==> src/rtl/sr_cmd_driver.sv <==
// Command-side driver for the enable-gated SR flip-flop cell.
// Sequences data setup, a timed enable pulse, then checks q/q_bar feedback.
module sr_cmd_driver #(
  parameter int unsigned SETUP_CYC = 1,
  parameter int unsigned PULSE_CYC = 4
) (
  input  logic       clk,
  input  logic       rst,
  input  logic       req,
  input  logic [1:0] cmd,
  input  logic       q_fb,
  input  logic       q_bar_fb,
  output logic       s,
  output logic       r,
  output logic       en,
  output logic       busy,
  output logic       ack,
  output logic       err,
  output logic       last_q
);

  localparam logic [3:0] SETUP_LD = 4'(SETUP_CYC - 1);
  localparam logic [3:0] PULSE_LD = 4'(PULSE_CYC - 1);

  typedef enum logic [1:0] {
    IDLE,
    SETUP,
    PULSE,
    DONE
  } state_t;

  state_t     state;
  logic [3:0] cnt;
  logic       exp_q;
  logic       exp_qb;
  logic       mismatch;

  // s/r still hold the latched command while in PULSE
  assign exp_qb   = r & ~s;
  assign mismatch = (q_fb != exp_q) || (q_bar_fb != exp_qb);

  always_ff @(posedge clk or posedge rst) begin
    if (rst) begin
      state  <= IDLE;
      cnt    <= 4'd0;
      exp_q  <= 1'b0;
      s      <= 1'b0;
      r      <= 1'b0;
      en     <= 1'b0;
      busy   <= 1'b0;
      ack    <= 1'b0;
      err    <= 1'b0;
      last_q <= 1'b0;
    end else begin
      unique case (state)
        IDLE: begin
          s    <= 1'b0;
          r    <= 1'b0;
          en   <= 1'b0;
          ack  <= 1'b0;
          err  <= 1'b0;
          busy <= 1'b0;
          if (req) begin
            busy <= 1'b1;
            if (cmd == 2'b00) begin
              ack   <= 1'b1;
              err   <= 1'b1;
              state <= DONE;
            end else begin
              s     <= cmd[1];
              r     <= cmd[0];
              exp_q <= cmd[1] & ~cmd[0];
              cnt   <= SETUP_LD;
              state <= SETUP;
            end
          end
        end
        SETUP: begin
          if (cnt == 4'd0) begin
            en    <= 1'b1;
            cnt   <= PULSE_LD;
            state <= PULSE;
          end else begin
            cnt <= cnt - 4'd1;
          end
        end
        PULSE: begin
          if (cnt == 4'd0) begin
            en    <= 1'b0;
            s     <= 1'b0;
            r     <= 1'b0;
            ack   <= 1'b1;
            err   <= mismatch;
            state <= DONE;
          end else begin
            cnt <= cnt - 4'd1;
          end
        end
        DONE: begin
          // err is only clear here after a legal, confirmed command
          if (!err) last_q <= exp_q;
          ack   <= 1'b0;
          err   <= 1'b0;
          busy  <= 1'b0;
          state <= IDLE;
        end
        default: state <= IDLE;
      endcase
    end
  end

endmodule

==> config.mk <==
export PLATFORM = sky130hd
export DESIGN_NAME = sr_cmd_driver
export DESIGN_NICKNAME = d
export VERILOG_FILES = /design/src/rtl/sr_cmd_driver.sv
export SDC_FILE = /design/constraint.sdc
export NUM_CORES = 1
export LEC_CHECK = 0
export CAP_MARGIN = 20
export CORE_MARGIN = 8
export CORE_UTILIZATION = 45
export DETAILED_ROUTE_END_ITERATION = 10
export HOLD_SLACK_MARGIN = 0.08
export PLACE_DENSITY_LB_ADDON = 0.2
export SLEW_MARGIN = 0
export SYNTH_ARGS = -nofsm -noshare
export SYNTH_HDL_FRONTEND = slang
export SYNTH_SLANG_ARGS = --single-unit
==> constraint.sdc <==
create_clock -name clk -period 1.6 [get_ports clk]
set_input_delay 0.16 -clock clk [delete_from_list [all_inputs] [get_ports clk]]
set_output_delay 0.16 -clock clk [all_outputs]
set_load 0.05 [all_outputs]
==> results.md <==
- CP Class: reg2reg
- Site Rows: 15
- Setup violations, final: 3
- Ys async rst share: 100%
- RSZ-0062 raised after global routing: true
- Arr. time, crit path: approximately 1.9 ns
- Worst Setup Start Kind: flop
- Final worst slack: -0.0976 ns
- Via count: roughly 710
- Clk_lat worst skew: ~0.27 ns
- Cell taking the most area after synthesis: dfrtp_1
- Actual slew at the worst max-slew pin: around 0.55 ns
- Mux contribution to synthesized area: 5.72%
- Synth cell types: 28
- Die width: 58.4 microns
- Maximum clock rate: 589 MHz
- Worst path max stage delay: 0.39 ns
- Worst R2R End: cnt[0]
- Top-area cell type share of the netlist area: around 43%
- Initial antenna violation count: 0
- #FFs+latches synth: 14
- Sequential-to-total area share from yosys stat: 43.3%
- DPL Wire Length: between 1000 and 1500 microns
- Final hold vios: 0
- Tcrit/Tclk final: 106%
- Port-buffer cells: 13
- Ratio of cells with drive above 1 in the final layout: 31.0%
- Nets: 132
- Multi-input logic area: 449 sq um
- Count leader, synth: dfrtp_1
- First-pass GRT wire length: slightly above 3000 microns
- Status: finished with violations
- VDD IR max: between 0.001 and 0.0015 V
- Drt via density: 5.05
- Area contributors post-synth: dfrtp_1, ha_1, o21ai_0
- Max transition margin: 63.6%
- Synthesized area per cell: between 9 and 10 sq um
- Reg2reg start: cnt[1]
- MaxCap Viol Count: 0
- Number of global-route vias before repair: slightly below 700
- Hold crit path type: in2async
- Pwr Density: 2220 nW/um^2
- Total Die Area: 3410 sq um
- CTS H-tree lvls: 1
- Placer congestion estimate: 0.819
- Crit-path max FO: 3
- Simple-gate share of the synthesized area: 14.5%
- Drt pass-1 iters: 3
- DRT iter0 DRCs: 8
- Post-Synthesis Cells: 83
- Post-Syn Area: 810 sq um
- Min cycle time layout: 1.70 ns
- CTS Buf Count: 3
- WL final: 1780 microns
- Pin count of the biggest net entering global routing: 15
- Worst reg2reg path depth: 6
- Ports: 14
- Cells after DPL: 137
- Flop2flop setup slack: -0.1 ns
- Reg area: about 350 sq um
- Final core area utilization: between 60% and 70%
- Pleak: between 0.0005 and 0.0006 uW
- Wire length per cell: 12.6 microns
- # diodes: 0
- Adder-cell share of the synthesized area: 10.8%
- Main combinational cell family by area after synthesis: compound AO/OA/AOI/OAI gates
- Crit path cell chain: inv_2, ha_4, or3b_4, mux2_4, a31o_1, a22o_1
- Cell Count, Final, Fillers Out: 141
- Failing checks: negative setup slack
- Worst path required time: 1.77 ns
- Max-slew violations: 0
- Initial Utilization: 47.4%
- XOR/XNOR share of the synthesized area: 2.16%
- Die Height: 58.4 microns
- Commonest cells in the netlist: dfrtp_1, inv_1, nand2_1, o21ai_0, ha_1
- Final ANT Viol Nets: 0
- Clock skew: around 0.00031 ns
- Fillers: ~150
- Syn nets: 97
- Area grow syn2layout: 39.7%
- Endpoint type of the worst setup path: flop
- All-Layer GR Usage: a little under an eighth
- CTS tree: yes
- Root Driver: clkbuf_4
- CTS Sinks: 14
- Post-synthesis compound-gate area fraction: 19.3%
- Clk slew on worst S/H paths: 0.08 ns
- Core area: between 1500 and 2000 sq um
- EDFF count, synth: 0
- Critical path's top delay family: flip-flops
- CP max stage cell: dfrtp_1
- Overflow after GRT: 0
- Sum of buffers and inverters on the critical path: 1
- Post-route DRC: 0
- Number of synthesis warnings: 0
- Post-synth top flop: dfrtp_1
- Bufs on Longest Clock Path: 2
## repair_timing
action	CTS	global route
hold endpoints to repair	0	0
gates resized for setup	0	1
pin swaps	0	1
setup buffers	1	0
endpoints found under the setup margin	2	8
hold buffers	0	0
## how the worst max path moves through the flow
stage	slack (ns)	cells after the start	end	start
2_1_floorplan	-0.05	6	cnt[0]	cnt[0]
3_3_place_gp	-0.05	6	cnt[0]	cnt[1]
5_1_grt	-0.15	6	cnt[0]	cnt[1]
6_report	-0.1	6	cnt[0]	cnt[1]
3_5_place_dp	-0.1	6	cnt[0]	cnt[1]
4_1_cts	-0.11	6	cnt[0]	cnt[1]
## cells in the final DEF, fill, tap and decap left out
cell type and instances:
a21boi_0 1, a21oi_1 5, a22o_1 1, a31o_1 1, and3_1 1, buf_4 25
clkbuf_4 3, clkdlybuf4s50_1 6, dfrtp_1 14, ha_1 6, ha_4 1, inv_1 6
inv_2 2, mux2_2 1, mux2_4 1, mux2i_1 2, nand2_1 8, nand2b_1 4
nand3_1 2, nor2_1 3, nor3_1 2, nor3b_2 1, nor4_1 1, o21ai_0 8
o22ai_1 1, o22ai_2 1, o2bb2ai_1 2, o31a_1 1, o31ai_1 1, o32a_1 2
or3b_4 1, xnor2_1 1, xor2_1 1
## metrics by stage
stage	setup slack, ns	hold slack, ns	instance area [sq um]	power [uW]	TNS, ns
CTS	-0.109	0.245	1120	2520	-0.131
detailed placement	-0.0973	0.476	1090	2310	-0.104
floorplan	-0.0538	0.0492	827	1690	-0.0538
global placement	-0.0546	0.467	1090	2270	-0.0546
global route	-0.150	0.290	1130	2710	-0.520
finish	-0.0976	0.227	1130	2510	-0.156
## layout make-up
type                    count  area share (%)
flip-flops and latches     14            31.0
clock buffers               3            1.99
repair buffers             31            21.9
well taps                  25            2.77
inverters                   8            2.65
multi-input cells          60            39.7
## metal layers
| layer | vias to the layer above | GRT usage [%] | routed length [microns] |
|---|---|---|---|
| li1 | 364 | - | - |
| met1 | 335 | 14.2 | 894 |
| met2 | 9 | 18.1 | 818 |
| met3 | 4 | 1.96 | 42 |
| met4 | 0 | 7.34 | 27 |
| met5 | - | 0 | 0 |
## sequential cells by signal, indices dropped and copies added, names as in the netlist
register / count
cnt: 4
state: 2
ack: 1
busy: 1
en: 1
err: 1
exp_q: 1
last_q: 1
r: 1
s: 1
## kinds of logic after synthesis
group,count (synthesis)
XOR/XNOR,2
AO/OA/AOI/OAI,24
flip-flops,14
AND/OR/NAND/NOR,23
adder cells (fa/ha/maj),7
buffers and inverters,9
multiplexers,4
## report_power, final
group / switching [uW] / internal (uW) / total, uW
logic: 924 / 779 / 1700
registers: 102 / 508 / 609
clock network: 109 / 87.2 / 196
No activity file was read; power rests on OpenSTA's default activity.
